[config.mk]
export PLATFORM = sky130hd
export DESIGN_NAME = vga_quadrant_ctrl
export DESIGN_NICKNAME = d
export VERILOG_FILES = /design/src/rtl/vga_quadrant_ctrl.sv
export SDC_FILE = /design/constraint.sdc
export NUM_CORES = 1
export LEC_CHECK = 0
export CAP_MARGIN = 5
export CORE_MARGIN = 2
export CORE_UTILIZATION = 53
export CTS_CLUSTER_DIAMETER = 30
export DETAILED_ROUTE_END_ITERATION = 8
export PLACE_DENSITY = 0.83
export RECOVER_POWER = 50
export SETUP_SLACK_MARGIN = 0.15
export SYNTH_ARGS = -nofsm -noshare
export SYNTH_HDL_FRONTEND = slang
export SYNTH_SLANG_ARGS = --single-unit
[constraint.sdc]
create_clock -name clk -period 2.8 [get_ports clk]
set_clock_uncertainty 0.1 [all_clocks]
set_input_delay 0.56 -clock clk [delete_from_list [all_inputs] [get_ports clk]]
set_output_delay 0.56 -clock clk [all_outputs]
set_load 0.005 [all_outputs]
[src/rtl/vga_quadrant_ctrl.sv]
// 640x480@60 raster timing generator that also drives the mux4 quadrant select.
// An optional per-frame rotation cycles which colour source paints which quadrant.
module vga_quadrant_ctrl #(
  parameter int H_VIS = 640,
  parameter int H_FP  = 16,
  parameter int H_SW  = 96,
  parameter int H_BP  = 48,
  parameter int V_VIS = 480,
  parameter int V_FP  = 10,
  parameter int V_SW  = 2,
  parameter int V_BP  = 33
) (
  input  logic       clk,
  input  logic       rst_n,
  input  logic       pix_en,
  input  logic       rot_en,
  output logic       hsync,
  output logic       vsync,
  output logic       video_on,
  output logic [9:0] x,
  output logic [9:0] y,
  output logic [1:0] sel,
  output logic       frame_start
);

  localparam int H_TOT = H_VIS + H_FP + H_SW + H_BP;
  localparam int V_TOT = V_VIS + V_FP + V_SW + V_BP;

  localparam logic [9:0] H_LAST   = 10'(H_TOT - 1);
  localparam logic [9:0] V_LAST   = 10'(V_TOT - 1);
  localparam logic [9:0] HS_BEG   = 10'(H_VIS + H_FP);
  localparam logic [9:0] HS_END   = 10'(H_VIS + H_FP + H_SW);
  localparam logic [9:0] VS_BEG   = 10'(V_VIS + V_FP);
  localparam logic [9:0] VS_END   = 10'(V_VIS + V_FP + V_SW);
  localparam logic [9:0] H_VIS_C  = 10'(H_VIS);
  localparam logic [9:0] V_VIS_C  = 10'(V_VIS);
  localparam logic [9:0] H_HALF   = 10'(H_VIS / 2);
  localparam logic [9:0] V_HALF   = 10'(V_VIS / 2);

  logic [9:0] h_cnt_q, h_cnt_d;
  logic [9:0] v_cnt_q, v_cnt_d;
  logic [1:0] rot_q, rot_d;
  logic       frame_start_q, frame_start_d;

  logic       h_wrap;
  logic       v_wrap;
  logic       frame_wrap;
  logic [1:0] quad;

  always_comb begin
    h_cnt_d       = h_cnt_q;
    v_cnt_d       = v_cnt_q;
    rot_d         = rot_q;
    h_wrap        = (h_cnt_q == H_LAST);
    v_wrap        = (v_cnt_q == V_LAST);
    frame_wrap    = pix_en && h_wrap && v_wrap;
    frame_start_d = frame_wrap;

    if (pix_en) begin
      h_cnt_d = h_wrap ? 10'd0 : h_cnt_q + 10'd1;
      if (h_wrap) begin
        v_cnt_d = v_wrap ? 10'd0 : v_cnt_q + 10'd1;
      end
    end

    // Rotation only ever moves on the wrap edge, so a frame never changes mapping midway.
    if (frame_wrap && rot_en) begin
      rot_d = rot_q + 2'd1;
    end
  end

  always_ff @(posedge clk or negedge rst_n) begin
    if (!rst_n) begin
      h_cnt_q       <= 10'd0;
      v_cnt_q       <= 10'd0;
      rot_q         <= 2'd0;
      frame_start_q <= 1'b0;
    end else begin
      h_cnt_q       <= h_cnt_d;
      v_cnt_q       <= v_cnt_d;
      rot_q         <= rot_d;
      frame_start_q <= frame_start_d;
    end
  end

  // Every output is a pure decode of the registers, so all of them share one pixel position.
  always_comb begin
    hsync       = !((h_cnt_q >= HS_BEG) && (h_cnt_q < HS_END));
    vsync       = !((v_cnt_q >= VS_BEG) && (v_cnt_q < VS_END));
    video_on    = (h_cnt_q < H_VIS_C) && (v_cnt_q < V_VIS_C);
    x           = h_cnt_q;
    y           = v_cnt_q;
    quad        = {v_cnt_q >= V_HALF, h_cnt_q >= H_HALF};
    sel         = video_on ? (quad + rot_q) : 2'b00;
    frame_start = frame_start_q;
  end

endmodule

==> run summary, run 1 <==
hold_ws -> 0.402 ns
core area -> 0.00245 mm^2
setup slack, reg-to-reg -> 0.18 ns
Seq pwr share -> 56.7%
Worst Setup Start Kind -> flip-flop
PortBufs -> 29
total of max-cap violations -> 0
post-route clock period utilization -> 93.7%
worst min path class -> flip-flop to flip-flop
first-pass GRT wire length -> 4600 um
layout cells sized above 1 -> 9.83%
IO Count -> 30
Switching Share -> 29.9%
Post-Syn Instances -> 143
Final Hold Viols -> 0
P per Cell Area -> 431 mW/mm^2
measured slew at the worst slew-check pin -> 1.20 ns
routed via count -> 1182
area delta synth->final -> 24.7%
Worst EP arrival -> 2.74 ns
setup_tns -> 0 ns
diode count -> 0
antenna violations before repair -> 0
DR DRC count -> 0
WL/cell -> 14.4 um
final worst setup slack -> 0.176 ns
dpl ws -> 0.348 ns
VDD IR max -> 0.000444 V
1st-iter DRT viols -> 26
pin count of the biggest net entering global routing -> 24
Remaining Overflow, GRT -> 0
Rows -> 18
die width -> 54.7 um
Pint -> 0.000513 W
clock root buffer master -> clkbuf_4
Core Util, Final -> 69.1%
required time worst endpoint -> 2.92 ns
CP max FO -> 10
number of H-tree levels -> 1
synthesized flop and latch total -> 23
CTS Buf Count -> 3
ys flop type -> dfrtp_1
Syn Area/Cell -> 9.51 um^2
max-slew violation count -> 0
Synth Warn # -> 0
share of async-settable or async-resettable flops after synthesis -> 100%
FMAX -> 381 MHz
Die ar. -> 0.00299 mm^2
fillers -> 214
Starting Density -> 55.4%
final net count -> 184
status -> finished, final reports clean
post-DP HPWL -> 2100 um
RSZ-0062 raised after global routing -> yes
Max Buffers Root-to-Sink -> 2
Clk network pwr share -> 21.8%
clk slew on worst S/H paths -> 0.13 ns
vias per inst -> 5.82
TritonCTS Sinks -> 23
Die Ht -> 54.7 um
Crit Path Class -> flip-flop to flip-flop
First-pass DRT Iterations -> 4
minimum clock period -> 2.62 ns
CTS tree -> done
RD Place Congestion -> 0.920
Slew Limit Headroom -> 20.0%
drt total wl -> 2920 um
Detail Route Antenna Nets -> 0
EDFF count, synth -> 0
Comb pwr share -> 21.4%
Syn Std Cell Area -> 0.00136 mm^2
gr usage total -> 21.9%
Worst-Skew Late Latency -> 0.32 ns
syn nets -> 153
crit end category -> flip-flop
Pleak -> 0.760 nW
vias in the first global route -> 1033
Final Setup Violations -> 0
P_sw -> 0.000219 W
synth unique cells -> 39
Seq/Total Area, Yosys -> 42.3%
-- routing by layer --
| metal | up-vias | share of wire, % | routed length (um) | track usage (%) |
|---|---|---|---|---|
| met5 | - | 0 | 0 | 0 |
| met4 | 0 | 2.4 | 70 | 12.9 |
| met3 | 8 | 3.0 | 87 | 3.01 |
| met2 | 30 | 50 | 1460 | 33.1 |
| met1 | 574 | 45 | 1300 | 29.7 |
| li1 | 570 | - | - | - |
-- kinds of logic (layout without fill, tap and decap cells) --
family	after synthesis	in the layout	synth area share, %
xor+xnor	11	11	7.08
buf+inv	15	45	4.69
mux	2	2	1.47
simple gates	62	62	27.0
fa+ha+maj	6	6	5.52
flops	23	23	42.3
compound gates	24	24	12.0
-- sequential cells by signal, indices dropped and copies added (netlist names) --
signal	cells
x	10
frame_start	1
y	10
rot_q	2
-- synth_stat cells (2+ instances only) --
cell type  count  area [um^2]
a21o_1         2         15.0
a22o_1         3         26.3
and2_1         2         12.5
and3_1         4         25.0
buf_2          5         25.0
clkbuf_1       3         11.3
dfrtp_1       23          576
ha_1           6         75.1
inv_1          6         22.5
mux2i_1        2         20.0
nand2_1        8         30.0
nand3_1       11         55.1
nand4_1        7         43.8
nor2_1        11         41.3
nor3_1         5         25.0
nor3b_1        2         15.0
o21ai_0       10         50.1
or2_2          2         12.5
or4_1          2         15.0
xnor2_1        6         52.6
xor2_1         5         43.8
-- worst max-delay path: stages, from the launching register on --
cell,delay [ns]
dfrtp_1,0.41
clkbuf_1,0.19
nor4b_1,0.93
and4_1,0.50
o21ai_0,0.15
a22o_1,0.24
-- area by class of cell --
| cell class | count | area, um^2 | share of cell area (%) |
|---|---|---|---|
| multi-input combinational | 105 | 704 | 41.5 |
| sequential | 23 | 578 | 34.1 |
| tap | 30 | 37.5 | 2.21 |
| inverter | 6 | 22.5 | 1.33 |
| clock buffer | 3 | 22.5 | 1.33 |
| timing repair buffer | 35 | 327 | 19.2 |
| clock inverter | 1 | 5.00 | 0.295 |
-- path summary, 6_finish.rpt --
kind	end	startpoint	cells after the start
setup / recovery	y[3]$_DFFE_PN0N_	x[6]$_DFFE_PN0P_	5
min in group asynchronous	x[1]$_DFFE_PN0P_	rst_n	2
hold / removal	rot_q[1]$_DFFE_PN0P_	rot_q[1]$_DFFE_PN0P_	1
hold reg to reg	rot_q[1]$_DFFE_PN0P_	rot_q[1]$_DFFE_PN0P_	1
max in group asynchronous	y[1]$_DFFE_PN0N_	rst_n	2
setup reg to reg	y[3]$_DFFE_PN0N_	x[6]$_DFFE_PN0P_	5
-- cells in the final DEF, fill, tap and decap left out, types with 3 or more instances in the layout --
cell / instances
clkbuf_4: 3
nand3_1: 11
xnor2_1: 6
a22o_1: 3
buf_4: 4
dlygate4sd3_1: 5
nor2_1: 11
nand4_1: 7
o21ai_0: 7
and3_1: 4
ha_1: 6
o21ai_1: 4
nor3_1: 5
dfrtp_1: 21
xor2_1: 5
inv_1: 5
nand2_1: 8
clkdlybuf4s50_1: 23
-- what timing repair did --
item / CTS / global route
hold buffers: 0 / 0
setup endpoints to repair: 3 / 2
pin swaps: 0 / 1
setup buffers: 2 / 0
gates resized for setup: 4 / 3
-- stage by stage --
stage               area, um^2  std cells  power [W]
floorplan                 1360        143   0.000490
global placement          1680        197   0.000584
detailed placement        1680        197   0.000589
CTS                       1720        203   0.000748
global route              1700        203   0.000778
finish                    1700        203   0.000731
-- power groups by stage --
stage                     logic (W)  clock network, W  registers (W)
after floorplan           0.0000666                 0       0.000423
after global placement     0.000161                 0       0.000424
after detailed placement   0.000165                 0       0.000424
after CTS                  0.000165          0.000164       0.000418
after global routing       0.000181          0.000175       0.000422
final                      0.000157          0.000160       0.000415
Power figures use the tool's default switching activity.
==> inputs of run 2 (changes only) <==
--- a/config.mk
+++ b/config.mk
@@ -6,13 +6,13 @@
 export NUM_CORES = 1
 export LEC_CHECK = 0
 export CAP_MARGIN = 5
+export CORE_ASPECT_RATIO = 1.5
 export CORE_MARGIN = 2
 export CORE_UTILIZATION = 53
 export CTS_CLUSTER_DIAMETER = 30
 export DETAILED_ROUTE_END_ITERATION = 8
 export PLACE_DENSITY = 0.83
 export RECOVER_POWER = 50
-export SETUP_SLACK_MARGIN = 0.15
 export SYNTH_ARGS = -nofsm -noshare
 export SYNTH_HDL_FRONTEND = slang
 export SYNTH_SLANG_ARGS = --single-unit
==> constraint.sdc (replaced) <==
create_clock -name clk -period 3.1 [get_ports clk]
set_clock_uncertainty 0.1 [all_clocks]
set_input_delay 0.62 -clock clk [delete_from_list [all_inputs] [get_ports clk]]
set_output_delay 0.62 -clock clk [all_outputs]
set_load 0.005 [all_outputs]
==> run 2 against run 1 <==
  * Non-clock buffer count fell by 5
  * Count of clock-buffer cells in the layout unchanged
  * Flip-flop and latch count stayed put
  * Sequential power shrank 9.2%
  * Hold slack gained 0.018 ns
  * Total power shrank 9.4%
  * Core utilization fell by 1.5 points
  * Critical endpoint is now sel[1]
==> run summary, run 2 (synthesis results as in run 1) <==
max-slew violation count -> 0
VDD IR max -> 0.000291 V
met2 wire length -> 1420 um
R2R depth -> 4
Remaining Overflow, GRT -> 0
critical path's top delay family -> buffers and inverters
setup slack, reg-to-reg -> 0.64 ns
Hold Crit Start -> rot_q[1]$_DFFE_PN0P_
Hold Crit Endpoint -> rot_q[1]$_DFFE_PN0P_
die width -> 45.4 um
Multi-input gate area -> 704 um^2
commonest non-fill, non-tap cell in the layout -> clkdlybuf4s50_1
post-route clock period utilization -> 93.2%
CP max stage delay -> 0.52 ns
Rows -> 22
minimum clock period -> 2.89 ns
dpl ws -> 0.530 ns
reg2reg end -> y[3]$_DFFE_PN0N_
Crit Path Class -> flip-flop to output port
CP max FO -> 8
IO Count -> 30
Final Setup Violations -> 0
final net count -> 179
vias in the first global route -> 1031
DRT met1 WL -> 1230 um
Pwr Total -> 0.000663 W
routed via count -> 1133
Non-Filler Instances -> 192
antenna violations before repair -> 0
CP max stage cell -> clkdlybuf4s50_1
PortBufs -> 29
Pleak -> 0.735 nW
final worst setup slack -> 0.211 ns
diode count -> 0
Die ar. -> 0.00300 mm^2
Slew Limit Headroom -> 18.3%
post-DP HPWL -> 2100 um
drt total wl -> 2740 um
first-pass GRT wire length -> 4600 um
vias per inst -> 5.90
First-pass DRT Iterations -> 4
WL/cell -> 14.3 um
core area -> 0.00245 mm^2
layout cells sized above 1 -> 5.95%
measured slew at the worst slew-check pin -> 1.23 ns
DR DRC count -> 0
crit end category -> output port
clk slew on worst S/H paths -> 0.13 ns
Starting Density -> 55.5%
gr usage total -> 20.8%
CTS tree -> done
Worst-Skew Late Latency -> 0.32 ns
pin count of the biggest net entering global routing -> 24
crit path from -> x[6]$_DFFE_PN0P_
Worst Path Buf+Inv -> 1
status -> finished, final reports clean
area delta synth->final -> 21.8%
CTS Buf Count -> 3
total of max-cap violations -> 0
Detail Route Antenna Nets -> 0
sequential cell area -> 576 um^2
reg-to-reg startpoint -> x[6]$_DFFE_PN0P_
crit-path cells -> o21ai_0, nand2b_1, ha_1, xor2_1, xnor2_1, nor3_1, clkdlybuf4s50_1
Top Layer Used -> met4
RSZ-0062 raised after global routing -> no
Max Buffers Root-to-Sink -> 2
TritonCTS Sinks -> 23
Die Ht -> 66.0 um
Worst EP arrival -> 2.17 ns
hold depth -> 1
setup_tns -> 0 ns
clock root buffer master -> clkbuf_4
DR WL met3 -> 64 um
RD Place Congestion -> 0.849
placed cells -> 188
worst min path class -> flip-flop to flip-flop
hold_buf cts -> 0
Core Util, Final -> 67.6%
Final Hold Viols -> 0
number of H-tree levels -> 1
1st-iter DRT viols -> 30
Worst Setup Start Kind -> flip-flop
most frequent cells in the layout -> clkdlybuf4s50_1, dfrtp_1, nor2_1, nand3_1, o21ai_0
FMAX -> 346 MHz
setup bufs post-CTS -> 0
PostCTS Resize Cnt -> 0
required time worst endpoint -> 2.38 ns
P per Cell Area -> 400 mW/mm^2
fillers -> 209
-- run 2: changes by cell type in the layout (fill, tap and decap cells not counted), sizes merged --
| cell | previous run | this run |
|---|---|---|
| clkdlybuf4s50 | 23 | 25 |
| buf | 4 | 0 |
| clkinvlp | 0 | 1 |
| clkbuf | 5 | 4 |
| dlygate4sd3 | 5 | 4 |
| dlygate4sd2 | 1 | 0 |
| clkinv | 1 | 0 |
-- run 2: worst max path at each step --
| stage | end | slack [ns] | cells after the start |
|---|---|---|---|
| after global routing | sel[1] | 0.10 | 7 |
| final | sel[1] | 0.21 | 7 |
| after CTS | sel[1] | 0.18 | 7 |
| after floorplan | sel[1] | 1.08 | 6 |
| after global placement | sel[1] | 0.56 | 7 |
| after detailed placement | y[5]$_DFFE_PN0N_ | 0.53 | 5 |
-- run 2: layout make-up --
class | count | share of cell area (%)
Sequential cell | 23 | 34.7
Multi-Input combinational cell | 105 | 42.5
Clock inverter | 1 | 0.453
Clock buffer | 3 | 1.36
Inverter | 6 | 1.36
Timing Repair Buffer | 30 | 17.7
Tap cell | 24 | 1.81
-- run 2: routing by layer --
layer / GRT usage (%) / vias up
li1: - / 565
met4: 8.09 / 0
met1: 27.6 / 535
met2: 33.9 / 29
met5: 0 / -
met3: 1.91 / 4
-- run 2: where the power goes --
part / internal [W] / switching (W)
registers: 0.000331 / 0.0000466
logic: 0.0000848 / 0.0000535
clock network: 0.0000493 / 0.0000978
total: 0.000465 / 0.000198
-- run 2: metrics by stage --
stage	hold slack, ns	instance area [um^2]
5_1_grt	0.439	1660
4_1_cts	0.430	1680
3_3_place_gp	0.384	1650
6_report	0.420	1660
2_1_floorplan	0.224	1360
3_5_place_dp	0.408	1650
==> inputs of run 3 (changes only) <==
--- a/config.mk
+++ b/config.mk
@@ -7,11 +7,11 @@
 export LEC_CHECK = 0
 export CAP_MARGIN = 5
 export CORE_ASPECT_RATIO = 1.5
-export CORE_MARGIN = 2
-export CORE_UTILIZATION = 53
+export CORE_UTILIZATION = 45
+export CTS_BUF_LIST = sky130_fd_sc_hd__clkbuf_16
 export CTS_CLUSTER_DIAMETER = 30
 export DETAILED_ROUTE_END_ITERATION = 8
-export PLACE_DENSITY = 0.83
+export PLACE_DENSITY = 0.72
 export RECOVER_POWER = 50
 export SYNTH_ARGS = -nofsm -noshare
 export SYNTH_HDL_FRONTEND = slang
==> run 3 against run 2 <==
  * The flow now finishes with violations (DRC)
  * Cell area is 3.2% higher
  * Register-to-register slack got worse by 0.07 ns
  * Non-clock buffer count is the same
  * Critical path type unchanged
==> run summary, run 3 (synthesis results as in run 1) <==
FMAX -> 356 MHz
CTS tree -> done
TritonCTS Sinks -> 23
1st-iter DRT viols -> 40
Die ar. -> 0.00325 mm^2
hold depth -> 1
Remaining Overflow, GRT -> 0
drt total wl -> 2970 um
hold_buf cts -> 0
Starting Density -> 47.2%
Hold Crit Endpoint -> rot_q[1]$_DFFE_PN0P_
Worst Setup Start Kind -> flip-flop
max-slew violation count -> 0
Detail Route Antenna Nets -> 0
Worst-Skew Late Latency -> 0.26 ns
crit path from -> x[6]$_DFFE_PN0P_
post-DP HPWL -> 2120 um
setup slack, reg-to-reg -> 0.57 ns
R2R depth -> 4
RSZ-0062 raised after global routing -> no
VDD IR max -> 0.000377 V
Crit Path Class -> flip-flop to output port
PortBufs -> 29
post-route clock period utilization -> 90.7%
First-pass DRT Iterations -> 6
setup bufs post-CTS -> 0
Max Buffers Root-to-Sink -> 2
status -> finished with violations
antenna violations before repair -> 0
Slew Limit Headroom -> 15.4%
Pwr Total -> 0.000790 W
clk slew on worst S/H paths -> 0.06 ns
vias per inst -> 5.59
Hold Crit Start -> rot_q[1]$_DFFE_PN0P_
Worst EP arrival -> 2.09 ns
number of H-tree levels -> 1
vias in the first global route -> 1059
DR DRC count -> 1
WL/cell -> 14.4 um
layout cells sized above 1 -> 5.36%
total of max-cap violations -> 0
P per Cell Area -> 462 mW/mm^2
sequential cell area -> 576 um^2
area delta synth->final -> 25.8%
RD Place Congestion -> 0.882
first-pass GRT wire length -> 4950 um
gr usage total -> 20.4%
Multi-input gate area -> 691 um^2
most frequent cells in the layout -> dfrtp_1, clkdlybuf4s50_1, nor2_1, nand3_1, o21ai_0
required time worst endpoint -> 2.38 ns
crit end category -> output port
Rows -> 24
die width -> 46.9 um
core area -> 0.00288 mm^2
reg-to-reg startpoint -> x[6]$_DFFE_PN0P_
CTS Buf Count -> 3
pin count of the biggest net entering global routing -> 24
IO Count -> 30
Final Setup Violations -> 0
fillers -> 267
diode count -> 0
minimum clock period -> 2.81 ns
PostCTS Resize Cnt -> 0
worst min path class -> flip-flop to flip-flop
setup_tns -> 0 ns
reg2reg end -> y[5]$_DFFE_PN0N_
measured slew at the worst slew-check pin -> 1.27 ns
CP max FO -> 8
Die Ht -> 69.3 um
final net count -> 179
routed via count -> 1158
failing checks -> DRC
Pleak -> 0.751 nW
Final Hold Viols -> 0
clock root buffer master -> clkbuf_16
==> run 3: how the worst max path moves through the flow <==
stage,depth (start not counted),slack (ns),end
after CTS,7,0.26,sel[1]
after global placement,5,0.55,y[5]$_DFFE_PN0N_
final,7,0.29,sel[1]
after global routing,7,0.20,sel[1]
after floorplan,6,1.08,sel[1]
after detailed placement,5,0.53,y[5]$_DFFE_PN0N_
==> run 3: cell type report <==
cell class,instances,area share [%]
clock buffers,3,4.39
inverters,6,1.32
multi-input cells,105,40.4
repair buffers,30,17.2
clock inverters,1,0.219
flip-flops and latches,23,33.7
well taps,39,2.85
==> run 3: worst max-delay path, stage by stage, from the launching register on <==
cell and delay [ns]:
dfrtp_1 0.46, o21ai_0 0.19, nand2b_1 0.08, ha_1 0.19, xor2_1 0.15, xnor2_1 0.12
nor3_1 0.13, clkdlybuf4s50_1 0.52
==> run 3: metal layers <==
| layer | share of wire (%) | global-route usage, % | routed length (um) | vias to the layer above |
|---|---|---|---|---|
| li1 | - | - | - | 559 |
| met1 | 43 | 26.9 | 1270 | 560 |
| met2 | 52 | 33.8 | 1530 | 34 |
| met3 | 3.9 | 0.781 | 117 | 5 |
| met4 | 1.7 | 7.62 | 52 | 0 |
| met5 | 0 | 0 | 0 | - |
==> run 3: power breakdown <==
group          total [W]  switching (W)  internal (W)
Clock           0.000276       0.000104      0.000172
Combinational   0.000134      0.0000531     0.0000811
Sequential      0.000380      0.0000482      0.000331
Total           0.000790       0.000205      0.000585
==> run 3: per-stage QoR <==
| step | cell area [um^2] | hold WS [ns] | setup slack [ns] | util, % | std cells |
|---|---|---|---|---|---|
| floorplan | 1360 | 0.224 | 1.08 | - | 143 |
| global placement | 1670 | 0.384 | 0.546 | 57.8 | 203 |
| detailed placement | 1670 | 0.401 | 0.528 | 57.8 | 203 |
| CTS | 1740 | 0.411 | 0.257 | 60.5 | 207 |
| global route | 1710 | 0.415 | 0.205 | 59.3 | 207 |
| finish | 1710 | 0.403 | 0.289 | 59.3 | 207 |
